<file path="src/rtl/ddr_pkg.sv">
// Shared DDR controller definitions: FSM encoding, default timing and the
// burst-length normalisation used by both the read and write paths.
package ddr_pkg;

    typedef enum logic [1:0] {
        IDLE    = 2'd0,
        WAIT_CL = 2'd1,
        CAPTURE = 2'd2
    } ddr_state_t;

    localparam int BURST_LENGTH_DEF = 16;
    localparam int CAS_LATENCY_DEF  = 3;
    localparam int BEAT_W           = 16;

    // Zero or oversize requests mean a full burst; odd lengths round up so
    // the transfer always ends on a complete rise/fall pair.
    function automatic int norm_len(input int req, input int burst);
        int len;
        if (req == 0 || req > burst)
            len = burst;
        else
            len = req + (req & 1);
        return len;
    endfunction

endpackage

</file>
<file path="src/rtl/ddr_read_capture.sv">
// DDR read-data return path: waits out CAS latency after a READ, packs the
// rise/fall beat pairs into one wide word and pulses DATA_VALID when complete.
//
//  state   | meaning
//  --------+-----------------------------------------------------------
//  IDLE    | no read outstanding; RD_CMD accepted here
//  WAIT_CL | READ issued, counting down the remaining CAS latency
//  CAPTURE | one rise/fall pair written into DATA_OUT per cycle
module ddr_read_capture
    import ddr_pkg::*;
#(
    parameter int BURST_LENGTH = BURST_LENGTH_DEF,
    parameter int CAS_LATENCY  = CAS_LATENCY_DEF,
    parameter int LEN_W        = 5
) (
    input  logic                           SYS_CLK_100M,
    input  logic                           RST_N,
    input  logic                           RD_CMD,
    input  logic [LEN_W-1:0]               READ_LENGTH,
    input  logic [BEAT_W-1:0]              DQ_RISE,
    input  logic [BEAT_W-1:0]              DQ_FALL,
    input  logic [1:0]                     DQS_RISE,
    output logic [BEAT_W*BURST_LENGTH-1:0] DATA_OUT,
    output logic                           DATA_VALID,
    output logic                           BUSY,
    output logic                           CMD_DROP,
    output logic                           DQS_ERR
);

    localparam int PAIR_W = $clog2(BURST_LENGTH);
    localparam int LAT_W  = (CAS_LATENCY > 2) ? $clog2(CAS_LATENCY - 1) : 1;
    // Cycle T is the RD_CMD cycle itself, so WAIT_CL only covers CL-1 cycles.
    localparam logic [LAT_W-1:0] LAT_LOAD = LAT_W'((CAS_LATENCY > 1) ? CAS_LATENCY - 2 : 0);

    ddr_state_t        state;
    logic [LAT_W-1:0]  lat_cnt;
    logic [PAIR_W-1:0] pair_idx;
    logic [PAIR_W-1:0] last_pair;
    logic [LEN_W:0]    len_eff;
    logic [LEN_W:0]    pair_cnt;

    always_comb begin
        len_eff  = (LEN_W+1)'(norm_len(int'(READ_LENGTH), BURST_LENGTH));
        pair_cnt = len_eff >> 1;
    end

    always_ff @(posedge SYS_CLK_100M or negedge RST_N) begin
        if (!RST_N) begin
            state      <= IDLE;
            lat_cnt    <= '0;
            pair_idx   <= '0;
            last_pair  <= '0;
            DATA_OUT   <= '0;
            DATA_VALID <= 1'b0;
            BUSY       <= 1'b0;
            CMD_DROP   <= 1'b0;
            DQS_ERR    <= 1'b0;
        end else begin
            DATA_VALID <= 1'b0;
            CMD_DROP   <= RD_CMD && BUSY;

            case (state)
                IDLE: begin
                    if (RD_CMD) begin
                        last_pair <= PAIR_W'(pair_cnt - (LEN_W+1)'(1));
                        pair_idx  <= '0;
                        DQS_ERR   <= 1'b0;
                        DATA_OUT  <= '0;
                        BUSY      <= 1'b1;
                        if (CAS_LATENCY == 1) begin
                            state <= CAPTURE;
                        end else begin
                            state   <= WAIT_CL;
                            lat_cnt <= LAT_LOAD;
                        end
                    end
                end

                WAIT_CL: begin
                    if (lat_cnt == '0)
                        state <= CAPTURE;
                    else
                        lat_cnt <= lat_cnt - 1'b1;
                end

                CAPTURE: begin
                    DATA_OUT[pair_idx*2*BEAT_W +: 2*BEAT_W] <= {DQ_FALL, DQ_RISE};
                    if (DQS_RISE != 2'b11)
                        DQS_ERR <= 1'b1;
                    if (pair_idx == last_pair) begin
                        state      <= IDLE;
                        DATA_VALID <= 1'b1;
                        BUSY       <= 1'b0;
                    end else begin
                        pair_idx <= pair_idx + 1'b1;
                    end
                end

                default: begin
                    state <= IDLE;
                    BUSY  <= 1'b0;
                end
            endcase
        end
    end

endmodule

</file>
<file path="config.mk">
export PLATFORM = sky130hd
export DESIGN_NAME = ddr_read_capture
export DESIGN_NICKNAME = d
export VERILOG_FILES = /design/src/rtl/ddr_pkg.sv /design/src/rtl/ddr_read_capture.sv
export SDC_FILE = /design/constraint.sdc
export NUM_CORES = 1
export LEC_CHECK = 0
export ABC_AREA = 1
export BUFFER_PORTS_ARGS = -buffer_cell sky130_fd_sc_hd__buf_2
export CORE_MARGIN = 2
export CORE_UTILIZATION = 35
export CTS_CLUSTER_SIZE = 16
export DETAILED_ROUTE_END_ITERATION = 7
export GPL_TIMING_DRIVEN = 0
export PLACE_DENSITY = 0.53
export SYNTH_ARGS = -nofsm -noshare
export SYNTH_HDL_FRONTEND = slang
export SYNTH_SLANG_ARGS = --single-unit
</file>
<file path="constraint.sdc">
create_clock -name SYS_CLK_100M -period 4.39 [get_ports SYS_CLK_100M]
set_clock_uncertainty 0.2 [all_clocks]
set_input_delay 0.6585 -clock SYS_CLK_100M [delete_from_list [all_inputs] [get_ports SYS_CLK_100M]]
set_output_delay 0.6585 -clock SYS_CLK_100M [all_outputs]
set_load 0.05 [all_outputs]
</file>
==> impl_metrics.json, run 1 <==
{
  "timing.slew.headroom_pct": 47.5,
  "cts-root-buf": "clkbuf_16",
  "finish.net_count": 1789,
  "critPathKind": "reg2reg",
  "grt_pass1_vias": 11000,
  "worst_setup_path_end_kind": "flip-flop",
  "synth_top_area_share_pct": 55.7,
  "clk_pin_slew_ps": 60,
  "fillers": 3491,
  "min_period_over_period_pct": 62.2,
  "cp-start-kind": "flip-flop",
  "overflow": 0,
  "cts_tree": "yes",
  "utilization_pct": 44.8,
  "required_ps": 4660,
  "drive_above_1_share_pct": 26.2,
  "fp-row-count": 68,
  "start_util_pct": 35.4,
  "tightest_slew_ps": 788,
  "hold_path_depth": 3,
  "p_leak_nw": 8.11,
  "arrival_ps": 3010,
  "slew_violations": 0,
  "synthesis.nets": 1452,
  "drc": 0,
  "syn_to_final_growth_pct": 26.4,
  "yosysMostFrequentCell": "nand3_1",
  "cts_resized": 0,
  "htree_levels": 1,
  "power.density_nw_per_um2": 541,
  "synth_largest_area_cell": "dfrtp_1",
  "antenna_found_initial": 0,
  "n_antenna_cell": 0,
  "synthTopCellsByCount": "nand3_1, nand2_1, dfrtp_1",
  "syn-cell-area_sq_um": 12200,
  "final_cells": 2220,
  "placed_cells": 2161,
  "insertion_delay_ps": 560,
  "cts_made_buffers": 31,
  "die_area_sq_um": 36300,
  "finalHoldViolCount": 0,
  "syn_inst": 1403,
  "tns_ps": 0,
  "wirelength_microns": 46900,
  "rsz0062_at_grt": "no",
  "irDropWorstVdd_v": 0.000312,
  "yosysSeqAreaShare_pct": 55.7,
  "dieWidth_microns": 191,
  "dieHeight_microns": 191,
  "finalSetupViolCount": 0,
  "synth_edf_count": 0,
  "hp-class": "in2reg",
  "io_buffer_count": 301,
  "core_sq_um": 34400,
  "pin_count": 302,
  "dr.pass1.iters": 5,
  "synth_area_leaders": "dfrtp_1, nand3_1, nand2_1",
  "max_freq_mhz": 366,
  "worstRegToRegCells": 9,
  "synth_seq_cells": 271,
  "grt_pass1_wl_microns": 69500,
  "cts_buffer_depth": 3,
  "cp_max_fo": 10,
  "grt_max_degree": 115,
  "viasPerCell": 5.18,
  "cts_sinks": 271,
  "drtAntennaViolNets": 0,
  "place_hpwl_microns": 34800,
  "postSynthAreaPerCell_sq_um": 8.68,
  "wl_per_cell_microns": 21.1,
  "outcome": "finished, final reports clean",
  "fin_crit_ps": 2730,
  "ys_async_sr_fraction_pct": 100,
  "synth-main-ff-cell": "dfrtp_1",
  "track_usage_pct": 25.5,
  "globalplace.congestion": 0.883,
  "drv_cap": 0,
  "synthDistinctLibCells": 33,
  "drtIter0Drc": 946,
  "yosys_warnings": 0,
  "vias": 11500
}
==> kinds of logic (layout without fill, tap and decap cells) <==
group | Yosys count | after routing | share of synthesized area (%)
fa+ha+maj | 7 | 7 | 0.719
compound gates | 168 | 168 | 6.97
buf+inv | 162 | 524 | 6.21
flops | 271 | 271 | 55.7
xor+xnor | 7 | 7 | 0.504
simple gates | 788 | 788 | 29.9
==> routing by layer <==
| layer | part of all wire (%) | wire (microns) | global-route usage, % | up-vias |
|---|---|---|---|---|
| met4 | 4.1 | 1900 | 10.1 | 0 |
| met3 | 7.4 | 3480 | 5.15 | 80 |
| met2 | 44 | 20700 | 38.9 | 434 |
| met1 | 44 | 20900 | 35.6 | 5579 |
| met5 | 0 | 0 | 0 | - |
| li1 | - | - | - | 5410 |
==> per-stage QoR <==
| step | setup slack, ps | power [W] | hold WS, ps | instance area [sq um] |
|---|---|---|---|---|
| after CTS | 1650 | 0.00835 | 132 | 15400 |
| after floorplan | 2240 | 0.00470 | 163 | 12200 |
| final | 1660 | 0.00832 | 152 | 15400 |
| after global placement | -2820 | 0.00561 | 264 | 14300 |
| after global routing | 1510 | 0.00870 | 172 | 15400 |
| after detailed placement | 1660 | 0.00564 | 268 | 14300 |
==> repair_timing <==
| item | in CTS | in global routing |
|---|---|---|
| hold buffers | 1 | 0 |
| hold endpoints to repair | 64 | 0 |
| buffers inserted | 0 | 0 |
==> path summary, 6_finish.rpt <==
check | slack (ps) | end | from
max in group asynchronous | 2510 | DATA_OUT[83] | RST_N
min in group asynchronous | 460 | DATA_OUT[179] | RST_N
min reg2reg | 280 | DATA_OUT[1] | DATA_OUT[1]
min | 150 | CMD_DROP | RD_CMD
max reg2reg | 1660 | DATA_OUT[180] | pair_idx[0]
max | 1660 | DATA_OUT[180] | pair_idx[0]
==> final cells by class <==
class                           count  area (sq um)  share of cell area (%)
Multi-Input combinational cell    970          4640                    30.1
Sequential cell                   271          6780                    44.1
Clock buffer                       46           922                    5.99
Inverter                           46           175                    1.14
Clock inverter                     12           145                   0.943
Timing Repair Buffer              304          1580                    10.3
Buffer                            116           581                    3.77
Tap cell                          455           569                    3.70
==> sequential cells by signal (all words and copies together), names as in the netlist <==
| register | cells |
|---|---|
| DQS_ERR | 1 |
| pair_idx | 4 |
| BUSY | 1 |
| DATA_OUT | 256 |
| DATA_VALID | 1 |
| state | 2 |
| last_pair | 4 |
| lat_cnt | 1 |
| CMD_DROP | 1 |
==> where the power goes <==
group,switching [W],leakage (nW),internal [W],total (W)
clock,0.00107,0.528,0.00162,0.00270
sequential,0.000103,3.76,0.00266,0.00276
combinational,0.00229,3.82,0.000574,0.00286
==> placed cells by master (no fill, tap or decap), types with 3 or more instances in the layout <==
cell type,netlist,layout
nand3_1,358,358
nor2_1,77,77
clkbuf_16,0,31
nand2_2,4,4
buf_6,4,4
clkinv_2,0,6
inv_1,37,37
ha_1,7,7
bufinv_16,0,3
inv_2,8,8
nand4_1,35,35
buf_2,61,361
buf_1,12,12
clkbuf_1,28,34
xor2_1,5,5
nand4_2,3,3
nand2_1,293,293
o21ai_1,52,52
nor2_2,6,6
clkbuf_8,0,9
nand3_2,3,3
o21ai_0,113,113
dfrtp_1,271,271
buf_4,10,10
==> worst max-delay path, cell delays in order, from the launching register on <==
cell	delay, ps
dfrtp_1	370
buf_2	210
inv_4	70
ha_1	270
buf_2	200
inv_1	150
nor2_1	290
clkbuf_1	450
nand2_1	210
o21ai_0	220
No activity file was read; power rests on OpenSTA's default activity.
==> run 2, diff against run 1 <==
Settings changed: PLACE_DENSITY 0.53 to 0.55.
Clock period 4.39 ns to 2.38 ns, I/O delays scaled along.
==> impl_metrics.json, run 2 (synthesis results as in run 1) <==
{
  "cp-start-kind": "flip-flop",
  "hold_path_depth": 3,
  "wirelength_microns": 47800,
  "worst_setup_path_end_kind": "flip-flop",
  "dieHeight_microns": 191,
  "timing.slew.headroom_pct": 60.1,
  "core_sq_um": 34400,
  "grt_pass1_vias": 11300,
  "io_buffer_count": 301,
  "drc": 0,
  "hold_start": "DQ_RISE[13]",
  "top_regs": "DATA_OUT: 256 flops, last_pair: 4 flops, pair_idx: 4 flops",
  "insertion_delay_ps": 550,
  "multiInputGateArea_sq_um": 4800,
  "cp_top_family": "buffers and inverters",
  "cts_made_buffers": 31,
  "r2r-start": "pair_idx[0]",
  "globalplace.congestion": 0.877,
  "n_antenna_cell": 0,
  "cp_num_buf_inv": 5,
  "drive_above_1_share_pct": 28.2,
  "p_leak_nw": 8.41,
  "drtAntennaViolNets": 0,
  "finalSetupViolCount": 0,
  "dieWidth_microns": 191,
  "cts_tree": "yes",
  "power.density_nw_per_um2": 988,
  "die_area_sq_um": 36300,
  "grt_pass1_wl_microns": 70400,
  "worstRegToRegCells": 12,
  "total_power_w": 0.0159,
  "track_usage_pct": 25.7,
  "fillers": 3517,
  "irDropWorstVdd_v": 0.000625,
  "overflow": 0,
  "p_int_w": 0.00939,
  "finish.net_count": 1835,
  "tightest_slew_ps": 598,
  "layout_commonest_cell": "nand3_1",
  "cp_cell_sequence": "buf_6 > inv_4 > ha_4 > nand2_1 > nand2_2 > inv_2 > nor2_8 > buf_12 > nand3_4 > buf_2 > nand3_1 > o21ai_0",
  "place_hpwl_microns": 35000,
  "stdcell_area_sq_um": 16100,
  "crit_start": "pair_idx[0]",
  "regArea_sq_um": 6780,
  "viasPerCell": 5.20,
  "combPwrFrac_pct": 36.5,
  "vias": 11800,
  "drv_cap": 0,
  "start_util_pct": 35.4,
  "clockPowerShare_pct": 31.5,
  "cts_buffer_depth": 3,
  "required_ps": 2600,
  "place_area_sq_um": 14300,
  "outcome": "finished, final reports clean",
  "hp-class": "in2reg",
  "cts_sinks": 271,
  "clk_pin_slew_ps": 60,
  "crit_path_max_incr_delay_ps": 390,
  "arrival_ps": 2520,
  "p_seq_share_pct": 32.0,
  "critPathSlowestCell": "dfrtp_1",
  "max_freq_mhz": 436,
  "wl_per_cell_microns": 21.1,
  "slew_violations": 0,
  "dr.pass1.iters": 6,
  "finalHoldViolCount": 0,
  "syn_to_final_growth_pct": 32.5,
  "htree_levels": 1,
  "largest_reg_flops": 256,
  "antenna_found_initial": 0,
  "min_period_over_period_pct": 96.5,
  "final_cell_mix": "nand3_1, buf_2, nand2_1",
  "fin_hold_ws_ps": 12.8,
  "p_sw_w": 0.00654,
  "reg2reg_slack_ps": 80,
  "cp.depth": 12,
  "drtIter0Drc": 848,
  "pin_count": 302,
  "fin_crit_ps": 2300,
  "critPathKind": "reg2reg",
  "top_register": "DATA_OUT",
  "cp_max_fo": 10,
  "fp-row-count": 68,
  "swShare_pct": 41.1,
  "cts-root-buf": "clkbuf_16",
  "grt_max_degree": 103
}
[run 2: cell count changes in the layout (fill, tap and decap cells not counted), moves of 6 or more]
cell           change
buf_4             +20
clkbuf_1          -13
buf_6              +9
dlygate4sd3_1     +26
nor2_1             -6
buf_2             -16
nor2_4             +7
clkbuf_4           +6
clkbuf_2          +11
[run 2: final cells by class]
class | instances | share of cell area [%]
Sequential cell | 271 | 42.0
Multi-Input combinational cell | 970 | 29.7
Timing Repair Buffer | 351 | 12.7
Clock buffer | 44 | 5.42
Buffer | 115 | 4.21
Tap cell | 455 | 3.53
Clock inverter | 12 | 1.19
Inverter | 46 | 1.13
[run 2: path summary, 6_finish.rpt]
path,endpoint
min,DATA_OUT[13]
max,DATA_OUT[234]
max reg2reg,DATA_OUT[234]
max in group asynchronous,DATA_OUT[84]
min in group asynchronous,DATA_OUT[179]
min reg2reg,DATA_OUT[17]
[run 2: worst min-delay path, delay by kind of cell]
family | cells | cell delay (ps)
AO/OA/AOI/OAI | 1 | 50
buffers and inverters | 1 | 200
AND/OR/NAND/NOR | 1 | 120
[run 2: routing by layer]
metal,routed length (microns),vias to the layer above,global-route usage [%]
met5,0,-,0
met4,1360,0,7.22
met3,3380,71,4.64
met2,22200,417,41.8
met1,20800,5753,35.2
li1,-,5523,-
[run 2: what timing repair did]
action                                  CTS  global route
buffers inserted                         11             5
endpoints found under the setup margin  251           219
pin swaps                                 2             9
cloned                                    0             5
hold endpoints to repair                 97             0
hold buffers                             27             0
gates resized for setup                  47            42
[run 2: power groups by stage]
stage / registers (W) / clock network [W] / logic (W)
floorplan: 0.00594 / 0 / 0.00272
global placement: 0.00517 / 0 / 0.00514
detailed placement: 0.00518 / 0 / 0.00521
CTS: 0.00510 / 0.00511 / 0.00557
global route: 0.00513 / 0.00527 / 0.00624
finish: 0.00510 / 0.00502 / 0.00581
[run 2: stage by stage]
step           instances  setup TNS, ps  setup slack (ps)  util [%]
6_report            2264              0              84.3      46.9
5_1_grt             2264           -218             -17.7      46.9
4_1_cts             2255              0              2.69      46.3
3_5_place_dp        2161         -49350              -335      41.6
3_3_place_gp        2159       -1252670             -4510      41.5
2_1_floorplan       1403              0               226         -
==> run 3, diff against run 2 <==
Settings changed: CELL_PAD_IN_SITES_DETAIL_PLACEMENT from default to 1, CELL_PAD_IN_SITES_GLOBAL_PLACEMENT from default to 2, CORE_UTILIZATION 35 to 28, PLACE_DENSITY 0.55 to 0.72.
==> impl_metrics.json, run 3 (synthesis results as in run 1) <==
{
  "cp_max_fo": 7,
  "vias": 11800,
  "cts-root-buf": "clkbuf_16",
  "top_register": "DATA_OUT",
  "syn_to_final_growth_pct": 33.7,
  "final_cell_mix": "nand3_1, buf_2, nand2_1",
  "drv_cap": 0,
  "finalHoldViolCount": 0,
  "grt_pass1_vias": 12500,
  "slew_violations": 0,
  "worst_setup_path_end_kind": "flip-flop",
  "timing.slew.headroom_pct": 55.7,
  "finalSetupViolCount": 0,
  "cts_sinks": 271,
  "tns_ps": 0,
  "overflow": 0,
  "globalplace.congestion": 0.847,
  "place_area_sq_um": 14500,
  "drive_above_1_share_pct": 28.6,
  "hp-class": "in2reg",
  "multiInputGateArea_sq_um": 4780,
  "cp_num_buf_inv": 6,
  "stdcell_area_sq_um": 16300,
  "start_util_pct": 28.3,
  "outcome": "finished, final reports clean",
  "reg2reg_slack_ps": 70,
  "power.density_nw_per_um2": 1000,
  "fillers": 5116,
  "layout_commonest_cell": "nand3_1",
  "dr.pass1.iters": 4,
  "core_sq_um": 43000,
  "r2r-start": "pair_idx[0]",
  "utilization_pct": 37.9,
  "hold_path_depth": 3,
  "wl_per_cell_microns": 22.6,
  "top_regs": "DATA_OUT: 256 flops, last_pair: 4 flops, pair_idx: 4 flops",
  "cp_cell_sequence": "buf_6 > inv_6 > nand2_2 > inv_1 > ha_4 > inv_4 > nor2_4 > buf_6 > nand2_2 > nor2_4 > nand3_4 > clkbuf_16 > nand3_1 > nand2_1",
  "cp-start-kind": "flip-flop",
  "min_period_over_period_pct": 96.9,
  "fin_crit_ps": 2310,
  "finish.net_count": 1830,
  "p_leak_nw": 8.43,
  "largest_reg_flops": 256,
  "grt_pass1_wl_microns": 79500,
  "place_hpwl_microns": 40100,
  "reg2reg_to": "DATA_OUT[143]",
  "antenna_found_initial": 0,
  "die_area_sq_um": 45200,
  "max_freq_mhz": 434,
  "cts_tree": "yes",
  "cp_top_family": "buffers and inverters",
  "total_power_w": 0.0163,
  "crit_path_max_incr_delay_ps": 370,
  "worstRegToRegCells": 14,
  "clk_pin_slew_ps": 60,
  "io_buffer_count": 301,
  "drtIter0Drc": 688,
  "fin_hold_ws_ps": 22.0,
  "dieWidth_microns": 213,
  "track_usage_pct": 23.9,
  "drtAntennaViolNets": 0,
  "arrival_ps": 2520,
  "dieHeight_microns": 213,
  "cts_made_buffers": 35,
  "holdPathEnd": "DATA_OUT[6]",
  "wirelength_microns": 53800,
  "irDropWorstVdd_v": 0.000567,
  "drc": 0,
  "required_ps": 2600,
  "cts_buffer_depth": 3,
  "n_antenna_cell": 0,
  "hold_start": "DQ_RISE[6]",
  "critPathKind": "reg2reg",
  "fp-row-count": 76,
  "tightest_slew_ps": 665,
  "htree_levels": 2,
  "insertion_delay_ps": 530,
  "rsz0062_at_grt": "yes",
  "regArea_sq_um": 6780,
  "grt_max_degree": 111,
  "critPathSlowestCell": "dfrtp_1",
  "pin_count": 302,
  "viasPerCell": 4.96
}
==> run 3: cell types whose count changed in the layout (fill, tap and decap cells not counted), moves of 3 or more <==
cell           previous run  this run
bufinv_16                 5         0
nor2_2                    5         2
nor2_1                   71        74
clkinvlp_4                3         0
nand2_2                   5         9
buf_2                   345       341
clkbuf_16                31        39
clkbuf_8                  6        13
dlygate4sd3_1            27        19
==> run 3: area by class of cell <==
cell class,count,share of cell area [%]
Sequential cell,271,41.7
Multi-Input combinational cell,970,29.3
Timing Repair Buffer,341,12.1
Clock buffer,52,6.46
Buffer,116,4.63
Tap cell,585,4.50
Inverter,46,1.15
Clock inverter,5,0.154
==> run 3: per-stage QoR <==
step	std cells	setup WS [ps]
after floorplan	1403	226
after global placement	2289	-4630
after detailed placement	2291	-417
after CTS	2380	13.4
after global routing	2386	-41.9
final	2386	74.4
==> run 3: timing repair <==
action / 4_1_cts / 5_1_grt
gates cloned: 0 / 2
resized for setup: 67 / 41
endpoints found under the hold margin: 93 / 0
hold buffers: 19 / 0
endpoints found under the setup margin: 254 / 225
pin swaps: 5 / 4
buffers inserted: 13 / 4
==> run 3: metal layers <==
layer / routed length, microns / track usage, % / up-vias
met5: 0 / 0 / -
met4: 1260 / 5.93 / 0
met3: 3330 / 5.33 / 55
met2: 25300 / 39.2 / 349
met1: 24000 / 32.0 / 5931
li1: - / - / 5494
==> run 3: how the worst max path moves through the flow <==
stage	start	endpoint	slack, ps	depth (start not counted)
after floorplan	pair_idx[0]	DATA_OUT[128]	230	13
after global placement	RST_N	DATA_OUT[217]	-4630	1
after detailed placement	pair_idx[0]	DATA_OUT[20]	-420	12
after CTS	pair_idx[0]	DATA_OUT[81]	10	13
after global routing	pair_idx[0]	DATA_OUT[90]	-40	12
final	pair_idx[0]	DATA_OUT[143]	70	14
==> run 3: tightest hold or removal path, stage by stage <==
cell and delay [ps]:
buf_2 180, nand3_1 100, o21ai_0 70
==> run 3: report_power, final <==
| group | internal [W] | switching (W) |
|---|---|---|
| combinational | 0.00149 | 0.00463 |
| sequential | 0.00491 | 0.000207 |
| clock | 0.00303 | 0.00202 |
| total | 0.00943 | 0.00685 |
